## src/rtl/tdm_pkg.sv

```systemverilog
// Shared constants and helpers for the 4-channel TDM link (receive demux and
// transmit-side mux use the same word width, channel count and slot index).
package tdm_pkg;

  localparam int unsigned TDM_DW     = 2;
  localparam int unsigned TDM_NCH    = 4;
  localparam int unsigned TDM_SLOT_W = 2;

  typedef logic [TDM_SLOT_W-1:0] slot_t;

  localparam slot_t SLOT_FIRST = '0;
  localparam slot_t SLOT_LAST  = slot_t'(TDM_NCH - 1);

  // What a single clock edge means for the receiver.
  typedef enum logic [1:0] {
    BEAT_IDLE, // din_valid low: nothing happens
    BEAT_SYNC, // frame marker: word is channel 0
    BEAT_DATA, // mid-frame word for the current slot
    BEAT_DROP  // unsynchronised word: discarded while hunting for sync
  } beat_kind_t;

  function automatic beat_kind_t classify_beat(input logic  valid,
                                               input logic  sync,
                                               input slot_t slot);
    if (!valid) begin
      return BEAT_IDLE;
    end
    if (sync) begin
      return BEAT_SYNC;
    end
    if (slot == SLOT_FIRST) begin
      return BEAT_DROP;
    end
    return BEAT_DATA;
  endfunction

  function automatic slot_t slot_inc(input slot_t s);
    return s + slot_t'(1);
  endfunction

endpackage

```

## src/rtl/tdm_slot_ctr.sv

```systemverilog
// Slot tracker for the TDM receiver: sync loads the counter to 1, data beats
// advance it, the last channel wraps it to 0, and a sync arriving while the
// counter is not at 0 raises a (combinational) mid-frame error flag.
module tdm_slot_ctr
  import tdm_pkg::*;
#(
  parameter int unsigned NCH = TDM_NCH
) (
  input  logic                  clk,
  input  logic                  rst,
  input  logic                  beat,
  input  logic                  sync,
  output logic [TDM_SLOT_W-1:0] slot,
  output logic                  wr_en,
  output logic [TDM_SLOT_W-1:0] wr_idx,
  output logic                  frame_done,
  output logic                  sync_err
);

  localparam slot_t LAST = slot_t'(NCH - 1);

  slot_t      slot_q;
  slot_t      slot_d;
  beat_kind_t kind;

  // Decode the current edge against the expected slot.
  always_comb begin
    kind = classify_beat(beat, sync, slot_q);
  end

  // Next slot and per-beat strobes for the shadow/output registers.
  always_comb begin
    slot_d     = slot_q;
    wr_en      = 1'b0;
    wr_idx     = slot_q;
    frame_done = 1'b0;
    sync_err   = 1'b0;
    unique case (kind)
      BEAT_SYNC: begin
        wr_en    = 1'b1;
        wr_idx   = SLOT_FIRST;
        slot_d   = slot_t'(1);
        sync_err = (slot_q != SLOT_FIRST);
      end
      BEAT_DATA: begin
        wr_en      = 1'b1;
        frame_done = (slot_q == LAST);
        slot_d     = (slot_q == LAST) ? SLOT_FIRST : slot_inc(slot_q);
      end
      default: begin
        // idle edges and unsynchronised drops leave the slot untouched
      end
    endcase
  end

  // Slot register with synchronous reset back to "waiting for sync".
  always_ff @(posedge clk) begin
    if (rst) begin
      slot_q <= SLOT_FIRST;
    end else begin
      slot_q <= slot_d;
    end
  end

  assign slot = slot_q;

endmodule

```

## src/rtl/tdm_demux4.sv

```systemverilog
// 4-channel TDM receiver: collects a frame of channel words into shadow
// registers and publishes all four channels atomically when the last channel
// arrives. Partial or aborted frames never reach the outputs.
module tdm_demux4
  import tdm_pkg::*;
#(
  parameter int unsigned DW  = TDM_DW,
  parameter int unsigned NCH = TDM_NCH
) (
  input  logic                  clk,
  input  logic                  rst,
  input  logic [DW-1:0]         din,
  input  logic                  din_valid,
  input  logic                  sync,
  output logic [DW-1:0]         o0,
  output logic [DW-1:0]         o1,
  output logic [DW-1:0]         o2,
  output logic [DW-1:0]         o3,
  output logic [TDM_SLOT_W-1:0] slot,
  output logic                  frame_valid,
  output logic                  frame_err
);

  logic                  wr_en;
  logic [TDM_SLOT_W-1:0] wr_idx;
  logic                  frame_done;
  logic                  sync_err;

  // The last channel is taken straight from din on the completing edge, so
  // only channels 0..NCH-2 need shadow storage.
  logic [DW-1:0] shadow_q [NCH-1];
  logic [DW-1:0] shadow_d [NCH-1];
  logic [DW-1:0] out_q    [NCH];
  logic [DW-1:0] out_d    [NCH];
  logic          frame_valid_q;
  logic          frame_valid_d;
  logic          frame_err_q;
  logic          frame_err_d;

  tdm_slot_ctr #(
    .NCH (NCH)
  ) u_slot_ctr (
    .clk        (clk),
    .rst        (rst),
    .beat       (din_valid),
    .sync       (sync),
    .slot       (slot),
    .wr_en      (wr_en),
    .wr_idx     (wr_idx),
    .frame_done (frame_done),
    .sync_err   (sync_err)
  );

  // Shadow capture, frame publication and one-cycle status pulses.
  always_comb begin
    shadow_d      = shadow_q;
    out_d         = out_q;
    frame_valid_d = 1'b0;
    frame_err_d   = 1'b0;

    if (sync_err) begin
      frame_err_d = 1'b1;
      for (int unsigned i = 1; i < NCH - 1; i++) begin
        shadow_d[i] = '0;
      end
    end

    for (int unsigned i = 0; i < NCH - 1; i++) begin
      if (wr_en && (wr_idx == slot_t'(i))) begin
        shadow_d[i] = din;
      end
    end

    if (frame_done) begin
      frame_valid_d = 1'b1;
      for (int unsigned i = 0; i < NCH - 1; i++) begin
        out_d[i] = shadow_q[i];
      end
      out_d[NCH-1] = din;
    end
  end

  // State registers; reset discards any frame in progress silently.
  always_ff @(posedge clk) begin
    if (rst) begin
      for (int unsigned i = 0; i < NCH - 1; i++) begin
        shadow_q[i] <= '0;
      end
      for (int unsigned i = 0; i < NCH; i++) begin
        out_q[i] <= '0;
      end
      frame_valid_q <= 1'b0;
      frame_err_q   <= 1'b0;
    end else begin
      shadow_q      <= shadow_d;
      out_q         <= out_d;
      frame_valid_q <= frame_valid_d;
      frame_err_q   <= frame_err_d;
    end
  end

  assign o0          = out_q[0];
  assign o1          = out_q[1];
  assign o2          = out_q[2];
  assign o3          = out_q[3];
  assign frame_valid = frame_valid_q;
  assign frame_err   = frame_err_q;

endmodule

```

## config.mk

```make
export PLATFORM = sky130hd
export DESIGN_NAME = tdm_demux4
export DESIGN_NICKNAME = d
export VERILOG_FILES = /design/src/rtl/tdm_pkg.sv /design/src/rtl/tdm_slot_ctr.sv /design/src/rtl/tdm_demux4.sv
export SDC_FILE = /design/constraint.sdc
export NUM_CORES = 1
export LEC_CHECK = 0
export ABC_AREA = 1
export CAP_MARGIN = 0
export CELL_PAD_IN_SITES_DETAIL_PLACEMENT = 1
export CELL_PAD_IN_SITES_GLOBAL_PLACEMENT = 2
export CORE_AREA = 2 2 54 56
export CTS_BUF_LIST = sky130_fd_sc_hd__clkbuf_8 sky130_fd_sc_hd__clkbuf_16
export DETAILED_ROUTE_END_ITERATION = 16
export DIE_AREA = 0 0 56 58
export PLACE_DENSITY = 0.75
export SLEW_MARGIN = 20
export SYNTH_ARGS = -nofsm -noshare
export SYNTH_HDL_FRONTEND = slang
export SYNTH_SLANG_ARGS = --single-unit
```

## constraint.sdc

```tcl
create_clock -name clk -period 3.7 [get_ports clk]
set_input_delay 0.74 -clock clk [delete_from_list [all_inputs] [get_ports clk]]
set_output_delay 0.74 -clock clk [all_outputs]
set_load 0.02 [all_outputs]
```

### Yosys cells after proc, flatten, opt, wreduce, memory -nomap -nowiden

Index checks and enable logic that the tools add are counted.

| storage, ports and cells | value |
|---|---|
| logic and storage cells | 48 |
| output and inout port bits | 12 |
| flip-flop bits (word level) | 18 |

| cells by class | value |
|---|---|
| add/sub/neg operators | 1 |
| equal/unequal tests | 5 |
| reduce and logical (&&, ||, !) cells | 10 |
| multiplexer cells | 22 |

Operators with widths:

| operator | number |
|---|---|
| 2-bit 2-to-1 mux | 10 |
| 1-bit 2-to-1 mux | 10 |
| 2-bit nonzero test | 4 |
| 2-bit == test, second input constant | 3 |
| 2-bit by 1-bit == test with 1-bit output, second input constant | 2 |
| 2-bit logical NOT | 2 |
| 4-bit 2-to-1 mux | 1 |
| 2-bit case mux with 2 select lines | 1 |
| 1-bit logical AND | 3 |
| 2-bit by 1-bit adder with 2-bit output, second input constant | 1 |
| 2-bit OR reduction | 1 |

### Depth between registers and ports, before layout

| depth | value |
|---|---|
| depth in word-level cells | 12 |
| gate-level depth with buffers | 9 |

### Hierarchy

A second synthesis with hierarchy kept.

| second synthesis, totals | value |
|---|---|
| cells, all modules | 96 |
| area total of the unflattened synthesis | 721.9 um^2 |

By module, submodules not included:

| module | times used | cells an instance | area an instance (um^2) | seq. area each (um^2) |
|---|---|---|---|---|
| tdm_demux4 | 1 | 69 | 560.5 | 320.3 |
| tdm_slot_ctr | 1 | 27 | 161.4 | 40.0 |

### Worst setup path after synthesis

Ideal clock, no wire load.

| timing | value |
|---|---|
| path type | register to register |
| from | reg u_slot_ctr.slot_q[0], in the netlist u_slot_ctr.slot[0] |
| to | reg shadow_q[2] (netlist name) |
| setup time | 0.117 ns |
| path slack | 1.967 ns |
| arrival time | 1.616 ns |
| cell stages (with the launch flop) | 9 |
| clock period less this slack | 1.733 ns |
| cells stage by stage | dfxtp_1 inv_2 ha_1 o21ai_0 ha_1 nor2_1 nand3_1 nand3_1 a21oi_1 |

| between the ends | value |
|---|---|
| longest elaborated chain between the ends | 12 |

Ends and longest elaborated chain:

| what | RTL line | source |
|---|---|---|
| from (decl) | tdm_slot_ctr.sv:22 | `slot_t slot_q;` |
| from (signal assigned) | tdm_slot_ctr.sv:61 | `slot_q <= slot_d;` |
| 2-bit logical NOT | tdm_pkg.sv:31 | `if (slot == SLOT_FIRST) begin` |
| 1-bit 2-to-1 mux (2 in series) | tdm_pkg.sv:31 |  |
| 1-bit 2-to-1 mux | tdm_pkg.sv:28 | `if (sync) begin` |
| 2-bit 2-to-1 mux | tdm_pkg.sv:34 | `return BEAT_DATA;` |
| 2-bit 2-to-1 mux | tdm_pkg.sv:31 |  |
| 2-bit 2-to-1 mux | tdm_pkg.sv:28 |  |
| 2-bit by 1-bit == test with 1-bit output / 2-bit == test (equally long branches) | tdm_slot_ctr.sv:38 | `unique case (kind)` |
| 2-bit 2-to-1 mux / 2-bit OR reduction (equally long branches) | - |  |
| 2-bit by 1-bit == test with 1-bit output / 1-bit 2-to-1 mux (equally long branches) | tdm_demux4.sv:69, tdm_slot_ctr.sv:38 |  |
| 1-bit logical AND | tdm_demux4.sv:69 | `if (wr_en && (wr_idx == slot_t'(i))) begin` |
| 2-bit 2-to-1 mux / 2-bit nonzero test (equally long branches) | - |  |
| to (signal assigned) | tdm_demux4.sv:95 | `shadow_q <= shadow_d;` |
| to (decl) | tdm_demux4.sv:31 | `logic [DW-1:0] shadow_q [NCH-1];` |

Parallel ways exist; a longest one is shown, timed or not. The select of a mux whose other input is x is not followed.
A chain may end at the register's enable or synchronous reset.

### Final worst setup path

| timing | value |
|---|---|
| from | reg u_slot_ctr.slot_q[1], in the netlist u_slot_ctr.slot[1] |
| to | out slot[1] |

RTL lines:

| what | RTL line | source |
|---|---|---|
| to (decl) | tdm_demux4.sv:19 | `output logic [TDM_SLOT_W-1:0] slot,` |

No word-level cell between the ends.

==> summary.md <==
| Metric | Value |
|---|---|
| Synthesized area | around 720 um2 |
| Max Cap Viol | 0 |
| Synth Area per Inst | 7.75 um2 |
| Worst-path cell chain | clkdlybuf4s50_1 |
| EDFF count, synth | 0 |
| CP max stage delay | 0.66 ns |
| Pre-antenna DRT Iters | 2 |
| Pins over their slew limit | 0 |
| WHS | roughly 0.48 ns |
| Worst hold-check path type | register to register |
| Yosys top cell area share | approximately 50% |
| Crit share post-route | about 57% |
| CTS Buf Count | 3 |
| Max transition margin | around 80% |
| DRC | 0 |
| H-tree levels | 1 |
| Tot GR Track Use | between 10 and 15% |
| Arrival @ worst endpoint | ~1.4 ns |
| Post-synthesis simple-gate area fraction | about a quarter |
| Antenna violations before repair | 0 |
| IO Port Bufs | 17 |
| Post-synth top cells | 25 x nor2_1, 18 x dfxtp_1, 13 x o21ai_0, 9 x nand3_1, 6 x a21oi_1 |
| Met3 Usage GRT | 2.46% |
| Diodes inserted | 0 |
| Leakage | 0.000372 uW |
| CP startpoint kind | register |
| Chip width | between 50 and 60 um |
| Ys async rst share | 0% |
| Clk_lat worst skew | roughly 0.25 ns |
| Placeable Area | around 2700 um2 |
| # hold bufs at CTS | 0 |
| ANT nets after route | 0 |
| Fill count | ~350 |
| CP max-delay cell | clkdlybuf4s50_1 |
| Synth warn | 0 |
| Count leader, synth | nor2_1 |
| TritonCTS clock tree | done |
| Area fraction in compound gates after synthesis | around 14% |
| Synthesized net count | 102 |
| I/O pin count | 18 |
| DIE HEIGHT | 58 um |
| Fmax | roughly 0.47 GHz |
| Clock Tree Buf Depth | 2 |
| # setup viols final | 0 |
| NumNets Final | ~120 |
| Dominant cells by area after synthesis | dfxtp_1 50%, nor2_1 13%, o21ai_0 9.0% |
| Area share of fa/ha/maj cells after synthesis | under 10% |
| Worst setup EP type | output pin |
| Routability cong. | approximately 0.7 |
| WL final | about 1.7 mm |
| Xor-xnor portion of the synthesized cell area | 0% |
| Vias in the first global route | approximately 700 |
| CTS clk-pin slew, worst paths | roughly 0.070 ns |
| RSZ-0062 raised after global routing | false |
| Hpwl dp | between 1 and 1.5 mm |
| Register area | around 360 um2 |
| Gr busiest metal | met2 |
| Setup TNS | 0 ns |
| FF+latch count, synth | 18 |
| Number of DRC markers in iteration 0 | 8 |
| Final hold violation count | 0 |
| Placement Rows | 19 |
| Routed via count divided by cell count | 4.75 |
| WP buf/inv | 1 |
| Final min period | 2.12 ns |
| Grt ovf | 0 |
| Area of the multi-input gates | between 300 and 400 um2 |
| Largest family of logic cells by synthesized area | simple AND/OR/NAND/NOR gates |
| Met2 Track Usage GR | around a fifth |
| Worst Setup Path Type | register to output pin |
| Met1 usage | between 10% and 20% |
| Pwr/cell area | ~420 nW/um2 |
| Synth area leader | dfxtp_1 |
| Fraction of layout cells with a size suffix above 1 | under 10% |
| Final Skew | between 0.001 and 0.0015 ns |
| Count of different cell masters after synthesis | 16 |
| First-pass GRT wire length | between 3 and 4 mm |
| Avg WL per Cell | approximately 12 um |
| Post_cts resized | 0 |
| Power, Total | 408 uW |
| Clock root buffer master | clkbuf_8 |
| P&R area growth vs syn | 35.2% |
| Die Area | around 3200 um2 |
| Slew at the pin closest to its max-slew limit | 0.271 ns |
| Cells after Synth | 93 |
| Number of setup buffers added after CTS | 0 |
| Register area share after synthesis | about half |
| Post-synth top flop | dfxtp_1 |
| Largest net degree at the start of global routing | 12 |
| Peak VDD IR | between 150 and 200 uV |
| CTS Sinks | 18 |
| Post-synthesis mux area share | 0% |
| Initial Util | between 20% and 30% |
| Kind of cell adding the most delay to the critical path | buffers and inverters |
| Crit-path max FO | 8 |
| CP required | between 2 and 3 ns |
| Outcome | complete, no violations |
| DR vias | ~680 |
[cell families after synthesis]
kind of cell	after synthesis
adder cells (fa/ha/maj)	3
AND/OR/NAND/NOR	43
buffers and inverters	9
AO/OA/AOI/OAI	20
flip-flops	18
[final timing paths]
path                                    from                  endpoint  slack [ns]  depth (start not counted)
max          u_slot_ctr.slot[1]$_SDFFE_PP0P_                   slot[1]        1.58                          1
min                       o0[0]$_SDFFE_PP0P_        o0[0]$_SDFFE_PP0P_        0.48                          2
max reg2reg  u_slot_ctr.slot[0]$_SDFFE_PP0P_  shadow_q[5]$_SDFFE_PP0P_        1.87                          8
min reg2reg               o0[0]$_SDFFE_PP0P_        o0[0]$_SDFFE_PP0P_        0.48                          2
[flip-flops by register name (all words and copies together), names as in the netlist]
| name | flops |
|---|---|
| frame_err | 1 |
| frame_valid | 1 |
| o0 | 2 |
| o1 | 2 |
| o2 | 2 |
| o3 | 2 |
| shadow_q | 6 |
| u_slot_ctr.slot | 2 |
[stage by stage]
| step | util, % | instance area (um2) | cells | worst slack [ns] |
|---|---|---|---|---|
| floorplan | - | 721 | 93 | 1.97 |
| global placement | 34.5 | 920 | 139 | 1.38 |
| detailed placement | 34.5 | 920 | 139 | 1.31 |
| CTS | 36.6 | 975 | 143 | 1.56 |
| global route | 36.6 | 975 | 143 | 1.42 |
| finish | 36.6 | 975 | 143 | 1.58 |
[area by class of cell]
type	count	share of cell area [%]
Tap cell	31	3.98
Clock buffer	4	5.65
Sequential cell	18	37.0
Inverter	7	2.70
Multi-Input combinational cell	66	33.2
Timing Repair Buffer	17	17.5
[metal layers]
metal | vias up | wire length (um)
met4 | 0 | 16
met5 | - | 0
met3 | 2 | 77
li1 | 344 | -
met2 | 15 | 786
met1 | 318 | 839
[power by group]
part | total (uW) | leakage, uW | switching [uW] | internal [uW]
sequential | 204 | 0.000146 | 4.90 | 200
combinational | 46.0 | 0.000197 | 27.1 | 18.9
clock | 158 | 0.0000288 | 63.4 | 94.4
total | 408 | 0.000372 | 95.4 | 313
[cells in the final DEF, fill, tap and decap left out]
master           Yosys  routed
a21oi_1              6       6
a31oi_1              1       1
clkbuf_8             0       4
clkdlybuf4s50_1      0      17
clkinv_1             1       1
dfxtp_1             18      18
ha_1                 3       3
inv_1                5       5
inv_2                1       1
nand2_1              5       5
nand2_2              1       1
nand3_1              9       9
nand4_1              1       1
nor2_1              25      25
o21ai_0             13      13
or2_2                1       1
or2_4                1       1
[worst reg2reg max path: stages, from the launching register on]
cell	delay, ns
dfxtp_1	0.45
inv_2	0.10
ha_1	0.22
o21ai_0	0.16
ha_1	0.30
inv_1	0.15
nand2_1	0.11
o21ai_0	0.18
nor2_1	0.06
No activity file was read; power rests on OpenSTA's default activity.
